$ cat src/rtl/flame_sequencer.sv
// rtl/flame_sequencer.sv - explosion flame sequencer owning the flame-map RAM write port
module flame_sequencer #(
    parameter int DURATION   = 30,
    parameter int FIFO_DEPTH = 4,
    parameter int MAX_X      = 24,
    parameter int MAX_Y      = 16
) (
    input  logic       clk,
    input  logic       reset_n,
    input  logic       frame_tick,
    input  logic       req_valid,
    output logic       req_ready,
    input  logic [4:0] req_x,
    input  logic [4:0] req_y,
    input  logic [2:0] req_power,
    output logic [9:0] maze_raddr,
    input  logic [2:0] maze_rdata,
    output logic [9:0] flame_ram_waddr,
    output logic [2:0] flame_ram_wdata,
    output logic       flame_ram_we,
    output logic       busy,
    output logic       burning
);
    localparam int AW = $clog2(FIFO_DEPTH);
    localparam logic [5:0] LX = 6'(MAX_X);
    localparam logic [5:0] LY = 6'(MAX_Y);
    localparam logic [7:0] DUR_LAST = 8'(DURATION - 1);

    typedef enum logic [3:0] {
        S_INIT, S_IDLE, S_CENTER, S_PROBE, S_CHECK, S_NEXTDIR, S_HOLD, S_CLR_C, S_CLR_ARM
    } state_t;

    state_t          r_state;
    logic [12:0]     r_fifo [FIFO_DEPTH];
    logic [AW:0]     r_wptr, r_rptr;
    logic [9:0]      r_cnt;
    logic [4:0]      r_cx, r_cy;
    logic [2:0]      r_pow;
    logic [1:0]      r_dir;
    logic [3:0]      r_dist;
    logic [3:0][2:0] r_len;
    logic [7:0]      r_frames;
    logic            r_we, r_busy, r_burning;
    logic [9:0]      r_waddr;
    logic [2:0]      r_wdata;

    logic        w_full, w_empty, w_push, w_pop, w_oob;
    logic [12:0] w_head;
    logic [4:0]  w_nx, w_ny;
    logic [2:0]  w_arm_code;

    assign w_empty   = (r_wptr == r_rptr);
    assign w_full    = (r_wptr[AW] != r_rptr[AW]) && (r_wptr[AW-1:0] == r_rptr[AW-1:0]);
    assign req_ready = !w_full && (r_state != S_INIT);
    assign w_push    = req_valid && req_ready;
    assign w_pop     = (r_state == S_IDLE) && !w_empty;
    assign w_head    = r_fifo[r_rptr[AW-1:0]];

    always_ff @(posedge clk) begin
        if (w_push) r_fifo[r_wptr[AW-1:0]] <= {req_x, req_y, req_power};
    end

    always_ff @(posedge clk or negedge reset_n) begin
        if (!reset_n) begin
            r_wptr <= '0;
            r_rptr <= '0;
        end else begin
            if (w_push) r_wptr <= r_wptr + 1'b1;
            if (w_pop)  r_rptr <= r_rptr + 1'b1;
        end
    end

    // Cell at distance r_dist from the centre along r_dir; shared by probing and clearing.
    always_comb begin
        w_nx  = r_cx;
        w_ny  = r_cy;
        w_oob = 1'b0;
        case (r_dir)
            2'd0: begin w_nx = r_cx + 5'(r_dist); w_oob = ({1'b0, r_cx} + {2'b0, r_dist}) > LX; end
            2'd1: begin w_nx = r_cx - 5'(r_dist); w_oob = {1'b0, r_dist} > r_cx; end
            2'd2: begin w_ny = r_cy + 5'(r_dist); w_oob = ({1'b0, r_cy} + {2'b0, r_dist}) > LY; end
            default: begin w_ny = r_cy - 5'(r_dist); w_oob = {1'b0, r_dist} > r_cy; end
        endcase
    end

    assign w_arm_code      = (r_dist == {1'b0, r_pow}) ? 3'd4 : (r_dir[1] ? 3'd3 : 3'd2);
    assign maze_raddr      = {w_ny, w_nx};
    assign flame_ram_we    = r_we;
    assign flame_ram_waddr = r_waddr;
    assign flame_ram_wdata = r_wdata;
    assign busy            = r_busy;
    assign burning         = r_burning;

    always_ff @(posedge clk or negedge reset_n) begin
        if (!reset_n) begin
            r_state   <= S_INIT;
            r_cnt     <= '0;
            r_cx      <= '0;
            r_cy      <= '0;
            r_pow     <= '0;
            r_dir     <= '0;
            r_dist    <= '0;
            r_len     <= '0;
            r_frames  <= '0;
            r_we      <= 1'b0;
            r_waddr   <= '0;
            r_wdata   <= '0;
            r_busy    <= 1'b1;
            r_burning <= 1'b0;
        end else begin
            r_we <= 1'b0;
            case (r_state)
                S_INIT: begin
                    r_we    <= 1'b1;
                    r_waddr <= r_cnt;
                    r_wdata <= 3'd0;
                    r_cnt   <= r_cnt + 10'd1;
                    if (r_cnt == 10'd1023) begin
                        r_state <= S_IDLE;
                        r_busy  <= 1'b0;
                    end
                end
                S_IDLE: begin
                    // Out-of-maze requests are popped and dropped without leaving IDLE.
                    if (!w_empty && ({1'b0, w_head[12:8]} <= LX) && ({1'b0, w_head[7:3]} <= LY)) begin
                        r_cx    <= w_head[12:8];
                        r_cy    <= w_head[7:3];
                        r_pow   <= w_head[2:0];
                        r_state <= S_CENTER;
                        r_busy  <= 1'b1;
                    end
                end
                S_CENTER: begin
                    r_we    <= 1'b1;
                    r_waddr <= {r_cy, r_cx};
                    r_wdata <= 3'd1;
                    r_dir   <= 2'd0;
                    r_dist  <= 4'd1;
                    r_len   <= '0;
                    if (r_pow == 3'd0) begin
                        r_state   <= S_HOLD;
                        r_frames  <= '0;
                        r_burning <= 1'b1;
                    end else begin
                        r_state <= S_PROBE;
                    end
                end
                S_PROBE: begin
                    if (w_oob) begin
                        r_len[r_dir] <= 3'(r_dist - 4'd1);
                        r_state      <= S_NEXTDIR;
                    end else begin
                        r_state <= S_CHECK;
                    end
                end
                S_CHECK: begin
                    if (maze_rdata != 3'd0) begin
                        r_len[r_dir] <= 3'(r_dist - 4'd1);
                        r_state      <= S_NEXTDIR;
                    end else begin
                        r_we    <= 1'b1;
                        r_waddr <= {w_ny, w_nx};
                        r_wdata <= w_arm_code;
                        if (r_dist == {1'b0, r_pow}) begin
                            r_len[r_dir] <= r_pow;
                            r_state      <= S_NEXTDIR;
                        end else begin
                            r_dist  <= r_dist + 4'd1;
                            r_state <= S_PROBE;
                        end
                    end
                end
                S_NEXTDIR: begin
                    if (r_dir == 2'd3) begin
                        r_state   <= S_HOLD;
                        r_frames  <= '0;
                        r_burning <= 1'b1;
                    end else begin
                        r_dir   <= r_dir + 2'd1;
                        r_dist  <= 4'd1;
                        r_state <= S_PROBE;
                    end
                end
                S_HOLD: begin
                    if (frame_tick) begin
                        if (r_frames == DUR_LAST) begin
                            r_state   <= S_CLR_C;
                            r_burning <= 1'b0;
                        end else begin
                            r_frames <= r_frames + 8'd1;
                        end
                    end
                end
                S_CLR_C: begin
                    r_we    <= 1'b1;
                    r_waddr <= {r_cy, r_cx};
                    r_wdata <= 3'd0;
                    r_dir   <= 2'd0;
                    r_dist  <= 4'd1;
                    r_state <= S_CLR_ARM;
                end
                S_CLR_ARM: begin
                    if (r_dist <= {1'b0, r_len[r_dir]}) begin
                        r_we    <= 1'b1;
                        r_waddr <= {w_ny, w_nx};
                        r_wdata <= 3'd0;
                        r_dist  <= r_dist + 4'd1;
                    end else if (r_dir == 2'd3) begin
                        r_state <= S_IDLE;
                        r_busy  <= 1'b0;
                    end else begin
                        r_dir  <= r_dir + 2'd1;
                        r_dist <= 4'd1;
                    end
                end
                default: r_state <= S_INIT;
            endcase
        end
    end
endmodule
$ cat config.mk
export PLATFORM = sky130hd
export DESIGN_NAME = flame_sequencer
export DESIGN_NICKNAME = d
export VERILOG_FILES = /design/src/rtl/flame_sequencer.sv
export SDC_FILE = /design/constraint.sdc
export NUM_CORES = 1
export LEC_CHECK = 0
export CORE_MARGIN = 5
export CORE_UTILIZATION = 50
export CTS_CLUSTER_SIZE = 24
export DETAILED_ROUTE_END_ITERATION = 16
export PLACE_DENSITY_LB_ADDON = 0.3
export SLEW_MARGIN = 20
export SYNTH_ARGS = -nofsm -noshare
export SYNTH_HDL_FRONTEND = slang
export SYNTH_SLANG_ARGS = --single-unit
$ cat constraint.sdc
create_clock -name clk -period 2.7 [get_ports clk]
set_input_delay 0.405 -clock clk [delete_from_list [all_inputs] [get_ports clk]]
set_output_delay 0.405 -clock clk [all_outputs]
set_load 0.02 [all_outputs]
==> results.sh <==
export IMPL_outcome="finished with violations"
export IMPL_violations="negative setup slack"
export IMPL_cts_root_buf="clkbuf_16"
export IMPL_synth_area_top_cells="dfrtp_1, edfxtp_1, ha_1"
export IMPL_viasPerCell=5.840
export IMPL_grt_max_degree=43
export IMPL_wl_mm=18.42
export IMPL_yosysTopAreaCellShare_pct=27.21
export IMPL_slew_headroom_pct=52.97
export IMPL_synth_area_per_cell_um2=11.63
export IMPL_route_detailed_drc=0
export IMPL_synth_seq_area_share_pct=50.54
export IMPL_avgRoutedWirePerCell_um=19.90
export IMPL_vias=5408
export IMPL_critPathLaunchType="flip-flop"
export IMPL_async_flop_share_pct=59.06
export IMPL_yosys_register_bits=127
export IMPL_worst_pin_slew_ns=0.7055
export IMPL_drt_pre_antenna_iters=6
export IMPL_fin_util_pct=70.45
export IMPL_regArea_um2=3446
export IMPL_drive_gt1_share_pct=36.40
export IMPL_synth_edff_count=52
export IMPL_gp_congestion=0.9524
export IMPL_worstHoldPathType="reg2reg"
export IMPL_cellLeakagePower_nw=3.826
export IMPL_clk_latency_ns=0.42
export IMPL_grt_pass1_wl_mm=28.17
export IMPL_dieArea_um2=16040
export IMPL_diodes=0
export IMPL_dieWidth_um=126.7
export IMPL_worstSetupEndpointType="output port"
export IMPL_slew_viol_final=0
export IMPL_clk_pin_slew_ns=0.06
export IMPL_fin_nets=794
export IMPL_power_density_nw_per_um2=1439
export IMPL_criticalPathCategory="reg2out"
export IMPL_fmax_ghz=0.3624
export IMPL_arrival_ns=2.35
export IMPL_hold_violations=0
export IMPL_cp_max_fo=2
export IMPL_cts_tree="done"
export IMPL_antenna_found_initial=0
export IMPL_dp_hpwl_mm=12.96
export IMPL_syn_num_nets=642
export IMPL_holdWs_ns=0.4768
export IMPL_required_ns=2.30
export IMPL_grt_setup_unrepaired="true"
export IMPL_port_buffers=46
export IMPL_rows=42
export IMPL_synthToLayoutAreaGrowth_pct=37.64
export IMPL_numPlacedInstances=876
export IMPL_instances_no_fill=926
export IMPL_die_h_um=126.7
export IMPL_cts_inserted_buffers=17
export IMPL_num_fill_cells=904
export IMPL_grt_total_usage_pct=22.63
export IMPL_synth_distinct_cells=66
export IMPL_syn_cell_area_um2=6805
export IMPL_cts_sinks=127
export IMPL_grt_pass1_vias=5359
export IMPL_cap_viol_max_count=0
export IMPL_ys_flop_type="dfrtp_1"
export IMPL_start_util_pct=51.19
export IMPL_grt_overflow_total=0
export IMPL_place_area_um2=8100
export IMPL_yosys_warnings=0
export IMPL_dp_slack_ns=-0.1881
export IMPL_ant_nets=0
export IMPL_drt_iter0_drc=484
export IMPL_netlist_instances=585
export IMPL_finalSetupViolCount=2
export IMPL_fin_skew_ns=0.009756
export IMPL_ir_worst_vdd_uv=1138
export IMPL_fin_crit_sh_pct=102.2
export IMPL_setup_slack_ns=-0.05926
export IMPL_htreeDepth=4
export IMPL_yosys_area_top_type="dfrtp_1"
export IMPL_clk_path_buf_depth=2
export IMPL_multi_input_area_um2=3563
export IMPL_final_design_area_no_fill_um2=9366
export IMPL_core_area_um2=13300
export IMPL_io_pins=47
export IMPL_period_minus_slack_ns=2.759
## placed cells by master, fill, tap and decap left out, types with 5 or more instances in the layout
cell / instances
clkbuf_16: 19
a22oi_1: 9
ha_1: 23
nand4_1: 5
or3_1: 5
o21ai_0: 17
edfxtp_1: 52
dfrtp_1: 69
ha_4: 8
mux4_2: 16
mux2_4: 9
nand2_1: 43
a31oi_1: 9
nor2_4: 6
and3_1: 6
a32o_1: 12
nor2b_1: 8
nor2_2: 7
buf_4: 102
clkdlybuf4s50_1: 34
xnor2_1: 21
buf_6: 15
a21oi_1: 18
nor2_1: 36
inv_1: 24
mux2_2: 5
nand2b_1: 7
inv_2: 5
a21oi_2: 8
dfrtp_2: 5
xor2_1: 12
nand3_1: 10
## layout make-up
class,instances,area share (%)
clock buffer,17,4.542
clock inverter,15,1.977
inverter,30,1.229
multi-input combinational,401,38.04
sequential,127,36.79
tap,176,2.351
timing repair buffer,160,15.07
## final timing paths
check	cells past startpoint	slack [ns]	endpoint	startpoint
max	11	-0.06	maze_raddr[4]	r_dist[0]
min	1	0.48	burning	burning
max reg2reg	12	0	r_len[9]	r_dist[0]
min reg2reg	1	0.48	burning	burning
max in group asynchronous	3	1.51	r_cx[1]	reset_n
min in group asynchronous	2	0.51	r_state[0]	reset_n
## cells by family (layout without fill, tap and decap cells)
group                    Yosys count  count (layout)  share of synthesized area [%]
AO/OA/AOI/OAI                    124             124                          12.67
XOR/XNOR                          36              36                          4.633
buffers and inverters             57             222                          3.456
adder cells (fa/ha/maj)           37              37                          7.244
AND/OR/NAND/NOR                  170             170                          12.74
multiplexers                      34              34                          8.715
flip-flops                       127             127                          50.54
## flip-flops by register name, indices dropped and copies added, names as in the netlist
signal	cells
r_state	4
r_rptr	3
r_cy	5
r_dist	4
flame_ram_waddr	10
r_pow	3
busy	1
flame_ram_wdata	3
r_dir	2
r_wptr	3
r_cx	5
r_len	12
flame_ram_we	1
r_frames	8
r_fifo	52
r_cnt	10
burning	1
## synth_stat cells, types with 12 or more instances
cell type   n
dfrtp_1    74
nor2_1     49
inv_1      30
a21oi_1    25
ha_1       33
a31oi_1    13
a32o_1     12
xor2_1     14
o21ai_0    22
nand2_1    44
clkbuf_1   18
mux4_2     16
edfxtp_1   52
xnor2_1    22
## stage by stage
stage	setup TNS [ns]	power (mW)
6_report	-0.08782	13.48
5_1_grt	-2.264	14.22
3_3_place_gp	-1.521	9.599
4_1_cts	-0.7913	12.45
2_1_floorplan	0	6.950
3_5_place_dp	-2.391	9.755
## per-layer routing
metal	wire length [um]	up-vias	global-route usage, %	share of wire (%)
met5	0	-	0	0
met4	508	0	8.959	2.8
met3	1015	32	4.960	5.5
met2	9489	205	38.82	52
met1	7409	2688	27.90	40
li1	-	2483	-	-
## worst max-delay path, cell delays in order (launching register included)
cell and delay (ns):
dfrtp_1 0.38, buf_6 0.12, ha_4 0.12, inv_2 0.04, fa_2 0.36, o21ba_4 0.22
o21bai_4 0.15, buf_6 0.12, nor2_2 0.03, nor2_1 0.12, a31oi_2 0.10, buf_4 0.17
## report_power, final
part	internal (mW)	switching (mW)	total [mW]
logic	3.83	4.07	7.89
registers	2.67	0.547	3.21
clock network	1.47	0.905	2.37
total	7.96	5.52	13.5
## timing repair
item                                   in CTS  in global routing
setup buffers                               8                  8
gates cloned                                0                  3
hold buffers                                1                  0
pin swaps                                  17                 26
endpoints found under the hold margin       9                  0
gates resized for setup                    81                 83
setup endpoints to repair                  36                 43
No activity file was read; power rests on OpenSTA's default activity.
